$ cat src/rtl/hazard_pkg.sv
// rtl/hazard_pkg.sv - shared constants, pipeline entry type and aging helper for the hazard scoreboard
package hazard_pkg;

  localparam int NSTAGE     = 3;
  localparam int TW         = 2;
  localparam int MD_MUL_LAT = 5;
  localparam int MD_DIV_LAT = 10;

  // Forward select: FWD_GRF reads the register file, any k>0 selects stage k (1=E, 2=M, 3=W)
  localparam int FWD_GRF    = 0;

  typedef struct packed {
    logic          valid;
    logic [4:0]    dst;
    logic [TW-1:0] tnew;
    logic [4:0]    rs;
    logic [4:0]    rt;
  } entry_t;

  function automatic entry_t entry_age(input entry_t e);
    entry_t aged;
    aged = e;
    if (aged.tnew != '0) aged.tnew = aged.tnew - TW'(1);
    return aged;
  endfunction

endpackage

$ cat src/rtl/hazard_match.sv
// rtl/hazard_match.sv - nearest-producer lookup for one consumer source register
module hazard_match
  import hazard_pkg::*;
#(
  parameter int NSTAGE = hazard_pkg::NSTAGE,
  parameter int SW     = $clog2(NSTAGE + 1)
) (
  input  logic [4:0]      i_src,
  input  logic            i_use,
  input  logic [TW-1:0]   i_tuse,
  input  logic [NSTAGE:1] i_search,
  input  entry_t          i_entry [1:NSTAGE],
  output logic [SW-1:0]   o_sel,
  output logic            o_stall
);

  logic          w_hit;
  logic [SW-1:0] w_k;
  logic [TW-1:0] w_tnew;

  // Scan from the oldest stage down so the youngest matching producer wins
  always_comb begin
    w_hit  = 1'b0;
    w_k    = '0;
    w_tnew = '0;
    for (int k = NSTAGE; k >= 1; k--) begin
      if (i_search[k] && i_entry[k].valid && (i_entry[k].dst == i_src) && (i_src != 5'd0)) begin
        w_hit  = 1'b1;
        w_k    = SW'(k);
        w_tnew = i_entry[k].tnew;
      end
    end
  end

  assign o_sel   = (w_hit && (w_tnew == '0)) ? w_k : SW'(FWD_GRF);
  assign o_stall = i_use && w_hit && (w_tnew > i_tuse);

endmodule

$ cat src/rtl/hazard_scoreboard.sv
// rtl/hazard_scoreboard.sv - Tnew/Tuse pipeline scoreboard with forwarding selects, stall and mult/div busy tracking
module hazard_scoreboard
  import hazard_pkg::*;
#(
  parameter int NSTAGE     = hazard_pkg::NSTAGE,
  parameter int TW         = hazard_pkg::TW,
  parameter int MD_MUL_LAT = hazard_pkg::MD_MUL_LAT,
  parameter int MD_DIV_LAT = hazard_pkg::MD_DIV_LAT
) (
  input  logic                          clk,
  input  logic                          reset_n,
  input  logic                          en,
  input  logic [4:0]                    d_rs,
  input  logic [4:0]                    d_rt,
  input  logic                          d_use_rs,
  input  logic                          d_use_rt,
  input  logic [TW-1:0]                 d_tuse_rs,
  input  logic [TW-1:0]                 d_tuse_rt,
  input  logic                          d_wr,
  input  logic [4:0]                    d_dst,
  input  logic [TW-1:0]                 d_tnew,
  input  logic                          d_md,
  input  logic                          md_start,
  input  logic                          md_div,
  input  logic                          flush,
  output logic [$clog2(NSTAGE+1)-1:0]   fwd_rs_d,
  output logic [$clog2(NSTAGE+1)-1:0]   fwd_rt_d,
  output logic [$clog2(NSTAGE+1)-1:0]   fwd_rs_e,
  output logic [$clog2(NSTAGE+1)-1:0]   fwd_rt_e,
  output logic                          stall,
  output logic                          md_busy
);

  localparam int MD_MAX = (MD_DIV_LAT > MD_MUL_LAT) ? MD_DIV_LAT : MD_MUL_LAT;
  localparam int MW     = $clog2(MD_MAX + 1);
  localparam logic [NSTAGE:1] D_SEARCH = '1;
  localparam logic [NSTAGE:1] E_SEARCH = {{(NSTAGE-1){1'b1}}, 1'b0};

  entry_t        r_entry [1:NSTAGE];
  logic [MW-1:0] r_md_cnt;
  entry_t        w_issue;
  logic          w_rs_d_stall, w_rt_d_stall, w_rs_e_stall, w_rt_e_stall;

  hazard_match #(.NSTAGE(NSTAGE)) u_match_rs_d (
    .i_src(d_rs), .i_use(d_use_rs), .i_tuse(d_tuse_rs), .i_search(D_SEARCH),
    .i_entry(r_entry), .o_sel(fwd_rs_d), .o_stall(w_rs_d_stall)
  );

  hazard_match #(.NSTAGE(NSTAGE)) u_match_rt_d (
    .i_src(d_rt), .i_use(d_use_rt), .i_tuse(d_tuse_rt), .i_search(D_SEARCH),
    .i_entry(r_entry), .o_sel(fwd_rt_d), .o_stall(w_rt_d_stall)
  );

  hazard_match #(.NSTAGE(NSTAGE)) u_match_rs_e (
    .i_src(r_entry[1].rs), .i_use(1'b0), .i_tuse('0), .i_search(E_SEARCH),
    .i_entry(r_entry), .o_sel(fwd_rs_e), .o_stall(w_rs_e_stall)
  );

  hazard_match #(.NSTAGE(NSTAGE)) u_match_rt_e (
    .i_src(r_entry[1].rt), .i_use(1'b0), .i_tuse('0), .i_search(E_SEARCH),
    .i_entry(r_entry), .o_sel(fwd_rt_e), .o_stall(w_rt_e_stall)
  );

  assign md_busy = (r_md_cnt != '0);

  // E-side lookups have use=0, so their stall terms are constant 0 and merely fold in harmlessly
  assign stall = w_rs_d_stall | w_rt_d_stall | w_rs_e_stall | w_rt_e_stall
               | (d_md && (md_busy || md_start));

  always_comb begin
    w_issue = '0;
    if (!stall && !flush) begin
      w_issue.valid = d_wr && (d_dst != 5'd0);
      w_issue.dst   = d_dst;
      w_issue.tnew  = d_tnew;
      w_issue.rs    = d_rs;
      w_issue.rt    = d_rt;
    end
  end

  always_ff @(posedge clk) begin
    if (!reset_n) begin
      for (int k = 1; k <= NSTAGE; k++) r_entry[k] <= '0;
      r_md_cnt <= '0;
    end else if (en) begin
      r_entry[1] <= w_issue;
      for (int k = 2; k <= NSTAGE; k++) r_entry[k] <= entry_age(r_entry[k-1]);
      if (md_start) r_md_cnt <= md_div ? MW'(MD_DIV_LAT) : MW'(MD_MUL_LAT);
      else if (r_md_cnt != '0) r_md_cnt <= r_md_cnt - MW'(1);
    end
  end

endmodule

$ cat config.mk
export PLATFORM = sky130hd
export DESIGN_NAME = hazard_scoreboard
export DESIGN_NICKNAME = d
export VERILOG_FILES = /design/src/rtl/hazard_pkg.sv /design/src/rtl/hazard_match.sv /design/src/rtl/hazard_scoreboard.sv
export SDC_FILE = /design/constraint.sdc
export NUM_CORES = 1
export LEC_CHECK = 0
export ABC_CLOCK_PERIOD_IN_PS = 6600
export CAP_MARGIN = 10
export CORE_ASPECT_RATIO = 0.9
export CORE_MARGIN = 2
export CORE_UTILIZATION = 41
export DETAILED_ROUTE_END_ITERATION = 16
export GPL_TIMING_DRIVEN = 0
export HOLD_SLACK_MARGIN = 0.03
export PLACE_DENSITY = 0.66
export SLEW_MARGIN = 0
export SYNTH_ARGS = -nofsm -noshare
export SYNTH_HDL_FRONTEND = slang
export SYNTH_SLANG_ARGS = --single-unit
export TNS_END_PERCENT = 20
$ cat constraint.sdc
create_clock -name clk -period 6.6 [get_ports clk]
set_clock_uncertainty 0.15 [all_clocks]
set_input_delay 1.98 -clock clk [delete_from_list [all_inputs] [get_ports clk]]
set_output_delay 1.98 -clock clk [all_outputs]
set_load 0.01 [all_outputs]
==> results.json <==
{
  "total_leakage_power_nw": 1.25,
  "synth_ff_type": "dfxtp_1",
  "cts_tree": "yes",
  "syn-mean-instance-area_sq_um": 8.85,
  "synth_edf_count": 0,
  "pwr_density_cell_nw_per_um2": 169,
  "power_mw": 0.552,
  "gp_congestion": 0.833,
  "die_x_um": 86.2,
  "dpl.hpwl_mm": 4.80,
  "via_per_inst": 5.50,
  "pre_cts_ws_ns": -1.18,
  "netlist_area_sq_um": 2490,
  "cts_buffer_depth": 2,
  "synthToLayoutAreaGrowth_pct": 31.2,
  "status": "finished with violations",
  "path_cells": "buf_8 -> or4_4 -> nor2_4 -> or4_4 -> nor2_4 -> a221oi_2 -> a21oi_1 -> ha_1 -> nor2b_4 -> o211ai_1 -> a31oi_2 -> or3_4 -> buf_6",
  "crit_arrival_ns": 4.52,
  "antenna_left": 0,
  "period_needed_ns": 6.65,
  "first_pass_iters": 4,
  "maxSlewHeadroom_pct": 49.0,
  "routed-wl-met2_mm": 3.36,
  "synth.distinct_cells": 46,
  "crit_path_top_delay_cell": "or4_4",
  "synth_nets": 319,
  "wl_mm": 6.85,
  "period_share_pct": 101,
  "die_y_um": 78.0,
  "path_class": "primary input to primary output",
  "overflow": 0,
  "met1_length_mm": 3.03,
  "layout-drive-gt1-share_pct": 20.6,
  "top_layer": "met4",
  "violations": "setup timing",
  "first_iter_violations": 117,
  "clock_latency_ns": 0.29,
  "worstPathRequired_ns": 4.47,
  "clkSlewWorstSetupHoldPaths_ns": 0.07,
  "setup_ws_ns": -0.0487,
  "hold_viol_final": 0,
  "hold_buffers": 0,
  "ys_seq_area_share_pct": 30.5,
  "route.vias.total": 2229,
  "initial_core_util_pct": 43.1,
  "drc": 0,
  "drv_cap": 0,
  "grt_pass1_vias": 2201,
  "cp-start-kind": "primary input",
  "cts_root_buf": "clkbuf_8",
  "drv_slew": 0,
  "timing.fmax_mhz": 150,
  "grt_max_degree": 12,
  "crit_buf_inv": 2,
  "ir_drop_mv": 0.0993,
  "diodes": 0,
  "setup-tns-final_ns": -0.0487,
  "setup_viol": 1,
  "cts_buffers": 5,
  "antenna_found_initial": 0,
  "final_area_sq_um": 3270,
  "cts_num_sinks": 38,
  "syn_inst": 282,
  "min_path_type": "register to register",
  "critPathTopFamily": "simple AND/OR/NAND/NOR gates",
  "route.met3.wl_um": 366,
  "grt_first_pass_wirelength_mm": 11.0,
  "cp_slowest_stage_delay_ns": 0.54,
  "die-area_sq_um": 6730,
  "synth_async_sr_flop_share_pct": 0,
  "cts_max_level": 2,
  "rows": 26,
  "wl_per_cell_um": 16.9,
  "io_pins": 41,
  "critPathCaptureType": "primary output",
  "crit_fanout": 5,
  "placed_area_sq_um": 2930,
  "core_area_sq_um": 5790,
  "portBuffers": 35,
  "grt_setup_unrepaired": "true",
  "nets": 372,
  "ys_ff_latch": 38,
  "track_usage_pct": 21.2,
  "yosys_warnings": 0,
  "tightest_slew_ns": 0.765
}
==> metal layers <==
| layer | up-vias | global-route usage, % |
|---|---|---|
| met4 | 0 | 7.81 |
| li1 | 1095 | - |
| met3 | 6 | 3.51 |
| met2 | 59 | 35.3 |
| met1 | 1069 | 27.5 |
| met5 | - | 0 |
==> worst paths after layout <==
path               start           to  slack (ns)  cells past startpoint
max              d_rs[1]        stall       -0.05                     13
min          r_entry[53]  r_entry[53]        0.38                      2
max reg2reg  r_entry[32]  r_entry[41]        2.74                     16
min reg2reg  r_entry[53]  r_entry[53]        0.38                      2
==> what timing repair did <==
| action | CTS | global route |
|---|---|---|
| resized for setup | 66 | 13 |
| buffers inserted | 7 | 4 |
| endpoints found under the hold margin | 0 | 0 |
| gates cloned | 0 | 0 |
| endpoints found under the setup margin | 5 | 1 |
| pin swaps | 17 | 14 |
==> synthesized netlist by cell type, drive strengths merged, types with 5 or more instances <==
master   n  area, sq um
dfxtp   38          761
xnor2   34          298
clkbuf  19         72.6
nand2   19         71.3
nor2b   18          113
a22o    17          158
xor2    16          140
mux2i   15          150
nor2    11         43.8
inv      8         30.0
nand4    8         50.1
o21ai    8         40.0
ha       6         75.1
or4      6         47.6
nor3     5         25.0
or3      5         32.5
==> placed cells by master, fill, tap and decap left out, types with 8 or more instances in the layout <==
| cell | n |
|---|---|
| nand2_1 | 19 |
| nor2b_1 | 17 |
| xor2_1 | 16 |
| dfxtp_1 | 38 |
| a22o_1 | 10 |
| clkdlybuf4s50_1 | 27 |
| mux2i_1 | 14 |
| clkbuf_1 | 17 |
| buf_4 | 14 |
| inv_1 | 8 |
| nand4_1 | 8 |
| xnor2_1 | 29 |
| o21ai_0 | 8 |
==> metrics by stage <==
step | hold WS [ns] | instances | utilization (%)
final | 0.375 | 405 | 56.5
after global routing | 0.412 | 405 | 56.5
after CTS | 0.356 | 401 | 55.2
after detailed placement | 0.346 | 387 | 50.6
after global placement | 0.344 | 387 | 50.6
after floorplan | 0.310 | 282 | -
==> final cells by class <==
type	instances	area, sq um
Inverter	8	30.0
Sequential cell	38	761
Tap cell	70	87.6
Timing Repair Buffer	46	439
Buffer	23	118
Clock inverter	1	30.0
Multi-Input combinational cell	213	1730
Fill cell	522	2520
Clock buffer	6	82.6
==> logic make-up (layout without fill, tap and decap cells) <==
| kind of cell | after synthesis | after routing | synth area share (%) |
|---|---|---|---|
| xor gates and xnor gates | 50 | 50 | 17.6 |
| adders and majority gates | 6 | 6 | 3.01 |
| buffers and inverters | 31 | 84 | 5.62 |
| and+or+nand+nor | 93 | 93 | 21.3 |
| AOI/OAI and AO/OA | 48 | 48 | 15.6 |
| DFF | 38 | 38 | 30.5 |
| muxes | 16 | 16 | 6.47 |
==> registers in the layout, summed over array words and instances, names as in the netlist <==
register / count
r_entry: 34
r_md_cnt: 4
==> power breakdown <==
group	internal [mW]	leakage (nW)	switching [mW]	total (mW)
clock network	0.121	0.0573	0.0857	0.207
registers	0.236	0.308	0.00829	0.244
logic	0.0543	0.889	0.0468	0.101
total	0.412	1.25	0.141	0.552
==> tightest hold or removal path, stage by stage (launching register included) <==
cell and delay [ns]:
dfxtp_1 0.34, nand2_1 0.07, o31ai_1 0.06
No activity file was read; power rests on OpenSTA's default activity.
